[src/rtl/bnn_pkg.sv]
// Shared types and constants for the binary-activation threshold stage.
`ifndef OUTPUT_DIM
`define OUTPUT_DIM 4
`endif
`ifndef BIT_CNT
`define BIT_CNT 8
`endif

package bnn_pkg;

  typedef enum logic {
    LOAD = 1'b0,
    RUN  = 1'b1
  } stage_state_e;

  localparam int VEC_CNT_W = 32;
  localparam int THR_W     = `BIT_CNT;

  typedef logic signed [THR_W-1:0] thr_word_t;

endpackage

[src/rtl/thresh_regfile.sv]
// Per-channel threshold register file with loaded mask and all-loaded lookahead.
// Define BIN_ACT_FLIP_EN to add a per-channel comparison flip bit.
module thresh_regfile
  import bnn_pkg::*;
#(
  parameter int  PARAM_CH  = 4,
  parameter int  PARAM_BIT = 8,
  localparam int AW        = (PARAM_CH > 1) ? $clog2(PARAM_CH) : 1
) (
  input  logic                               clk,
  input  logic                               rst,
  input  logic                               we,
  input  logic [AW-1:0]                      addr,
  input  logic [PARAM_BIT-1:0]               data,
`ifdef BIN_ACT_FLIP_EN
  input  logic                               flip,
  output logic [PARAM_CH-1:0]                flip_q,
`endif
  input  logic                               clr,
  output logic [PARAM_CH-1:0][PARAM_BIT-1:0] thr_q,
  output logic                               all_loaded_d
);

  logic [PARAM_CH-1:0] mask_q;
  logic [PARAM_CH-1:0] mask_d;
  logic                addr_ok;
  logic                wr_en;

  assign addr_ok = (int'(addr) < PARAM_CH);
  // A clear in the same cycle discards the write.
  assign wr_en   = we && !clr && addr_ok;

  // NOTE: every always_comb output gets a default first, so no path can infer a latch.
  always_comb begin
    mask_d = mask_q;
    if (clr) begin
      mask_d = '0;
    end else if (wr_en) begin
      mask_d[addr] = 1'b1;
    end
  end

  // Lookahead lets the FSM enter RUN on the same edge that completes the mask.
  assign all_loaded_d = &mask_d;

  // NOTE: sequential state uses non-blocking assignments only; the threshold
  // array is small and its reset value is observable, so it is reset like any flop.
  always_ff @(posedge clk or posedge rst) begin
    if (rst) begin
      mask_q <= '0;
      thr_q  <= '0;
    end else begin
      mask_q <= mask_d;
      if (wr_en) begin
        thr_q[addr] <= data;
      end
    end
  end

`ifdef BIN_ACT_FLIP_EN
  always_ff @(posedge clk or posedge rst) begin
    if (rst) begin
      flip_q <= '0;
    end else if (wr_en) begin
      flip_q[addr] <= flip;
    end
  end
`endif

endmodule

[src/rtl/bin_act_threshold_stage.sv]
// Binary activation stage: signed threshold compare, two-deep valid/ready pipeline, vector counter.
// Define BIN_ACT_FLIP_EN to add the thr_flip port for per-channel comparison inversion.
`ifndef OUTPUT_DIM
`define OUTPUT_DIM 4
`endif
`ifndef BIT_CNT
`define BIT_CNT 8
`endif

module bin_act_threshold_stage
  import bnn_pkg::*;
#(
  parameter int  PARAM_CH  = `OUTPUT_DIM,
  parameter int  PARAM_BIT = `BIT_CNT,
  localparam int AW        = (PARAM_CH > 1) ? $clog2(PARAM_CH) : 1
) (
  input  logic                               clk,
  input  logic                               rst,
  input  logic [PARAM_CH-1:0][PARAM_BIT-1:0] value_i,
  input  logic                               valid_i,
  output logic                               ready_o,
  output logic [PARAM_CH-1:0]                act_o,
  output logic                               valid_o,
  input  logic                               ready_i,
  input  logic                               thr_we,
  input  logic [AW-1:0]                      thr_addr,
  input  logic [PARAM_BIT-1:0]               thr_data,
`ifdef BIN_ACT_FLIP_EN
  input  logic                               thr_flip,
`endif
  input  logic                               thr_clr,
  output logic                               loaded_o,
  output logic [VEC_CNT_W-1:0]               vec_cnt_o
);

  logic [PARAM_CH-1:0][PARAM_BIT-1:0] thr_q;
  logic                               all_loaded_d;
  logic [PARAM_CH-1:0]                cmp;
  stage_state_e                       state_q;
  stage_state_e                       state_d;
  logic                               s1_valid;
  logic [PARAM_CH-1:0]                s1_act;
  logic                               s2_valid;
  logic [PARAM_CH-1:0]                s2_act;
  logic                               s2_free;
  logic                               accept;
  logic [VEC_CNT_W-1:0]               cnt_q;
`ifdef BIN_ACT_FLIP_EN
  logic [PARAM_CH-1:0]                flip_q;
`endif

  thresh_regfile #(
    .PARAM_CH  (PARAM_CH),
    .PARAM_BIT (PARAM_BIT)
  ) u_regfile (
    .clk          (clk),
    .rst          (rst),
    .we           (thr_we),
    .addr         (thr_addr),
    .data         (thr_data),
`ifdef BIN_ACT_FLIP_EN
    .flip         (thr_flip),
    .flip_q       (flip_q),
`endif
    .clr          (thr_clr),
    .thr_q        (thr_q),
    .all_loaded_d (all_loaded_d)
  );

  // Compare uses the registered thresholds, so a same-cycle write only affects later vectors.
  always_comb begin
    cmp = '0;
    for (int c = 0; c < PARAM_CH; c++) begin
      cmp[c] = ($signed(value_i[c]) >= $signed(thr_q[c]));
`ifdef BIN_ACT_FLIP_EN
      if (flip_q[c]) begin
        cmp[c] = ($signed(value_i[c]) <= $signed(thr_q[c]));
      end
`endif
    end
  end

  always_ff @(posedge clk or posedge rst) begin
    if (rst) begin
      state_q <= LOAD;
    end else begin
      state_q <= state_d;
    end
  end

  always_comb begin
    state_d = state_q;
    ready_o = 1'b0;
    unique case (state_q)
      LOAD: if (all_loaded_d) state_d = RUN;
      RUN: begin
        ready_o = ~s1_valid | ~s2_valid | ready_i;
        if (thr_clr) state_d = LOAD;
      end
    endcase
  end

  assign s2_free = ~s2_valid | ready_i;
  assign accept  = valid_i & ready_o;

  // The pipeline drains regardless of FSM state so in-flight vectors survive a clear.
  always_ff @(posedge clk or posedge rst) begin
    if (rst) begin
      s1_valid <= 1'b0;
      s1_act   <= '0;
      s2_valid <= 1'b0;
      s2_act   <= '0;
    end else begin
      if (s2_free) begin
        s2_valid <= s1_valid;
        if (s1_valid) s2_act <= s1_act;
      end
      if (accept) begin
        s1_valid <= 1'b1;
        s1_act   <= cmp;
      end else if (s2_free) begin
        s1_valid <= 1'b0;
      end
    end
  end

  always_ff @(posedge clk or posedge rst) begin
    if (rst) begin
      cnt_q <= '0;
    end else if (s2_valid && ready_i) begin
      cnt_q <= cnt_q + 1'b1;
    end
  end

  assign act_o     = s2_act;
  assign valid_o   = s2_valid;
  assign loaded_o  = (state_q == RUN);
  assign vec_cnt_o = cnt_q;

endmodule

[config.mk]
export PLATFORM = sky130hd
export DESIGN_NAME = bin_act_threshold_stage
export DESIGN_NICKNAME = d
export VERILOG_FILES = /design/src/rtl/bnn_pkg.sv /design/src/rtl/thresh_regfile.sv /design/src/rtl/bin_act_threshold_stage.sv
export SDC_FILE = /design/constraint.sdc
export NUM_CORES = 1
export LEC_CHECK = 0
export ABC_AREA = 1
export BUFFER_PORTS_ARGS = -buffer_cell sky130_fd_sc_hd__clkbuf_2
export CAP_MARGIN = 10
export CORE_MARGIN = 4
export CORE_UTILIZATION = 55
export DETAILED_ROUTE_END_ITERATION = 8
export GPL_ROUTABILITY_DRIVEN = 0
export PLACE_DENSITY = 0.82
export SETUP_SLACK_MARGIN = 0.2
export SYNTH_ARGS = -nofsm -noshare
export SYNTH_HDL_FRONTEND = slang
export SYNTH_SLANG_ARGS = --single-unit
[constraint.sdc]
create_clock -name clk -period 2.75 [get_ports clk]
set_input_delay 0.55 -clock clk [delete_from_list [all_inputs] [get_ports clk]]
set_output_delay 0.55 -clock clk [all_outputs]
set_load 0.005 [all_outputs]
Word-level counts from Yosys, hierarchy flattened
Index checks and enable logic that the tools add are counted.

Add/sub/neg operators: 1. $lt $le $gt $ge: 6. Mux-type cells: 13. Bitwise operators: 8. Reduce and logical (&&, ||, !) cells: 7.

Operator list (number): $add A32 B1 Y32 const B (1); $bwmux W32 (1); $ge A8 B8 Y1 (4); $demux W8 S2 (1); $mux W4 (2); $mux W8 (1); $mux W1 (6); $or A4 B4 Y4 (1); $reduce_and A4 Y1 (1); $logic_and A1 B1 Y1 (3); $lt A2 B3 Y1 const B (1); $not A1 Y1 (3); $or A1 B1 Y1 (3); $demux W1 S2 (1); $ge A2 B1 Y1 const B (1); $pmux W1 S2 (1); $reduce_and A2 Y1 (1); $reduce_bool A2 Y1 (1); $and A1 B1 Y1 (1); $logic_not A1 Y1 (1).

Register bits after elaboration: 79. Input port bits: 48. Word-level logic and storage cells: 46.

Longest topological paths before layout
Word-level depth: 10. Mapped depth: 13. Depth with buffers taken out: 13.

Cells and area by module
From an unflattened synthesis, not the netlist that was laid out.

Cells, all modules: 550. Area, all modules: 4535.6 sq um.

Modules (own cells, without submodules): bin_act_threshold_stage (instances 1, cells each 412, area each 3094.2 sq um, sequential area each 1076.0 sq um); thresh_regfile (instances 1, cells each 138, area each 1441.4 sq um, sequential area each 900.9 sq um).

Least setup slack after synthesis
OpenSTA, ideal clock, no wires.

Kind: input to register. From: in value_i[7] (netlist name). To: reg s1_act[0]. Library setup time: 0.113 ns. Data arrival time: 1.400 ns. Required time: 2.637 ns. Path slack: 1.237 ns. Cell stages on the path: 8. Path buffers: 0. Cells stage by stage: ha_1 -> a21o_1 -> nor2_1 -> nand2_1 -> nand2_1 -> nand3_1 -> nand2_1 -> inv_1.

Longest elaborated chain between the ends: 1.

RTL lines: from (decl) (line bin_act_threshold_stage.sv:19) `input logic [PARAM_CH-1:0][PARAM_BIT-1:0] value_i,`; $ge A8 B8 Y1 (line bin_act_threshold_stage.sv:74) `cmp[c] = ($signed(value_i[c]) >= $signed(thr_q[c]));`; to (signal assigned) (line bin_act_threshold_stage.sv:120) `s1_act <= cmp;`; to (decl) (line bin_act_threshold_stage.sv:42) `logic [PARAM_CH-1:0] s1_act;`.

Every way passes these cells. A chain may end at the register's enable or synchronous reset.

Worst setup path after layout
From: reg s2_valid (netlist: valid_o). To: out ready_o.

Longest elaborated chain between the ends: 4.

RTL lines: from (decl) (line bin_act_threshold_stage.sv:43) `logic s2_valid;`; from (signal assigned) (line bin_act_threshold_stage.sv:115) `s2_valid <= s1_valid;`; $not A1 Y1 (line bin_act_threshold_stage.sv:97) `ready_o = ~s1_valid | ~s2_valid | ready_i;`; $or A1 B1 Y1 (2 in a row) (line bin_act_threshold_stage.sv:97); $mux W1 (line bin_act_threshold_stage.sv:94) `unique case (state_q)`; to (decl) (line bin_act_threshold_stage.sv:21) `output logic ready_o,`.

Every way passes these cells.

==> results.sh <==
export IMPL_outcome="completed"
export IMPL_fin_crit_ns=1.69
export IMPL_via_per_inst=5.01
export IMPL_drive_gt1_share_pct=19.6
export IMPL_path_class="flip-flop to output pin"
export IMPL_yosys_area_top_type_share_pct=45.4
export IMPL_synth_area_mm2=0.00436
export IMPL_yosysWarnings=0
export IMPL_start_util_pct=56.4
export IMPL_finalPower_mw=2.91
export IMPL_setup_viol=0
export IMPL_endpoint_kind="output pin"
export IMPL_multiInputGateArea_mm2=0.00199
export IMPL_pin_count=87
export IMPL_hpwl_um=7290
export IMPL_relSlewSlack_pct=64.1
export IMPL_ys_types=27
export IMPL_cts_made_buffers=9
export IMPL_ys_ff_latch=79
export IMPL_ant_nets=0
export IMPL_grt_use_total_pct=21.2
export IMPL_gr_total_overflow=0
export IMPL_seq_area_frac_synth_pct=45.4
export IMPL_seqCellArea_mm2=0.00198
export IMPL_powerDensity_mw_per_mm2=565
export IMPL_rsz0062_at_grt="false"
export IMPL_rows=32
export IMPL_placed_cell_area_mm2=0.00493
export IMPL_irDropWorstVdd_uv=338
export IMPL_vias=3657
export IMPL_core_area_mm2=0.00773
export IMPL_n_antenna_cell=0
export IMPL_drv_slew=0
export IMPL_synth_area_top_cells="dfrtp_1 (45%), nand2_1 (12%), ha_1 (9.5%)"
export IMPL_min_path_type="input port to asynchronous set/reset pin"
export IMPL_cp_arrival_ns=1.14
export IMPL_synth_area_per_cell_um2=8.24
export IMPL_p_leak_nw=2.94
export IMPL_die_area_mm2=0.00941
export IMPL_first_pass_iters=4
export IMPL_fp_dieW_um=97.0
export IMPL_first_iter_violations=178
export IMPL_first_global_vias=3677
export IMPL_post_route_period_util_pct=61.5
export IMPL_r2r_end="s1_act[3]"
export IMPL_drt_wl_total_um=9330
export IMPL_cts_reportedPaths_clkPinSlew_ns=0.08
export IMPL_drv_cap=0
export IMPL_synth_area_leader_cell="dfrtp_1"
export IMPL_grt_antenna_before_repair=0
export IMPL_reg2reg_slack_ns=1.24
export IMPL_syn_inst=529
export IMPL_cts_max_level=3
export IMPL_worst_hold_slack_ns=0.286
export IMPL_grt_pass1_wl_um=16500
export IMPL_wl_per_cell_um=12.8
export IMPL_nFillCells=640
export IMPL_io_buffers=86
export IMPL_startpoint="valid_o"
export IMPL_crit_path_start_kind="flip-flop"
export IMPL_ctsHoldBuffers=0
export IMPL_cts_setup_buffers=0
export IMPL_cts_sinks=79
export IMPL_clock_path_buffers=2
export IMPL_grt_max_degree=80
export IMPL_finalClockSkew_ns=0.0127
export IMPL_syn_nets=610
export IMPL_nNetsFinal=704
export IMPL_cts_tree="yes"
export IMPL_worstSkewPairLatency_ns=0.35
export IMPL_postCtsResizedCells=0
export IMPL_area_delta_synth_final_pct=18.1
export IMPL_timing_fmax_mhz=591
export IMPL_rr_worst_depth=10
export IMPL_drc=0
export IMPL_path_max_fanout=4
export IMPL_die_y_um=97.0
export IMPL_max_slew_worst_pin_slew_ns=0.537
export IMPL_rr_startpoint="u_regfile.thr_q[31]"
export IMPL_final_hold_violation_count=0
export IMPL_worstPathRequired_ns=2.20
export IMPL_finish_instance_area_mm2=0.00515
export IMPL_finalSetupTns_ns=0
export IMPL_root_buffer="clkbuf_8"
## per-stage QoR
step	utilization, %	std cells	setup WS (ns)
3_3_place_gp	63.7	714	0.988
6_report	66.6	730	1.06
5_1_grt	66.6	730	0.969
3_5_place_dp	63.7	714	0.828
4_1_cts	66.6	730	1.06
2_1_floorplan	-	529	1.24
## worst max-delay path by stage
stage | slack [ns] | to | depth (start not counted)
after floorplan | 1.24 | s1_act[0] | 8
after global placement | 0.99 | loaded_o | 6
after detailed placement | 0.83 | loaded_o | 6
after CTS | 1.06 | ready_o | 2
after global routing | 0.97 | loaded_o | 6
final | 1.06 | ready_o | 2
## synthesized netlist by cell type (all sizes together)
| cell | number |
|---|---|
| nand2 | 145 |
| inv | 100 |
| dfrtp | 79 |
| nor2 | 39 |
| o21ai | 39 |
| ha | 33 |
| nand3 | 32 |
| a21oi | 12 |
| xor2 | 11 |
| xnor2 | 10 |
| nand4 | 8 |
| a21o | 6 |
| nor3 | 6 |
| clkbuf | 4 |
| nand3b | 3 |
| a31oi | 1 |
| nor4 | 1 |
## logic make-up after synthesis
logic type	after synthesis	synth area share, %
XOR/XNOR	21	4.22
adder cells (fa/ha/maj)	33	9.47
AND/OR/NAND/NOR	234	25.0
flip-flops	79	45.4
AO/OA/AOI/OAI	58	7.03
buffers and inverters	104	8.96
## flip-flops by register name, summed over array words and instances (netlist names)
signal	count
u_regfile.thr_q	32
vec_cnt_o	32
act_o	4
s1_act	4
u_regfile.mask_q	4
loaded_o	1
s1_valid	1
valid_o	1
## cells in the final DEF, fill, tap and decap left out, types with 6 or more instances in the layout
cell type	synthesis	final
xnor2_1	10	10
nand3_1	30	30
inv_1	99	98
ha_1	33	33
nor2_4	7	7
a21o_1	6	6
clkbuf_8	0	11
nor2_1	28	28
nand2_1	139	139
nand4_1	8	8
dfrtp_1	79	79
a21oi_1	12	12
o21ai_0	38	38
xor2_1	11	11
clkbuf_2	0	86
## area by class of cell
cell class                 count  share of cell area, %
clock buffer                  13                   3.09
clock inverter                 3                   1.26
inverter                     100                   7.36
multi-input combinational    346                   38.7
sequential                    79                   38.4
tap                          102                   2.48
timing repair buffer          87                   8.75
## routing by layer
layer  global-route usage, %  up-vias  routed length [um]
met3                    3.75       15                 434
met2                    34.5       81                4480
met1                    28.0     1720                4220
li1                        -     1841                   -
met5                       0        -                   0
met4                    8.53        0                 193
## report_power, final
| part | switching (mW) | leakage [nW] | internal [mW] |
|---|---|---|---|
| clock network | 0.395 | 0.114 | 0.561 |
| logic | 0.330 | 1.81 | 0.244 |
| registers | 0.0866 | 1.02 | 1.29 |
| total | 0.812 | 2.94 | 2.10 |
## critical path: stages (launching register included)
cell and delay (ns):
dfrtp_1 0.42, a31oi_1 0.23, clkbuf_2 0.16
No activity file was read; power rests on OpenSTA's default activity.
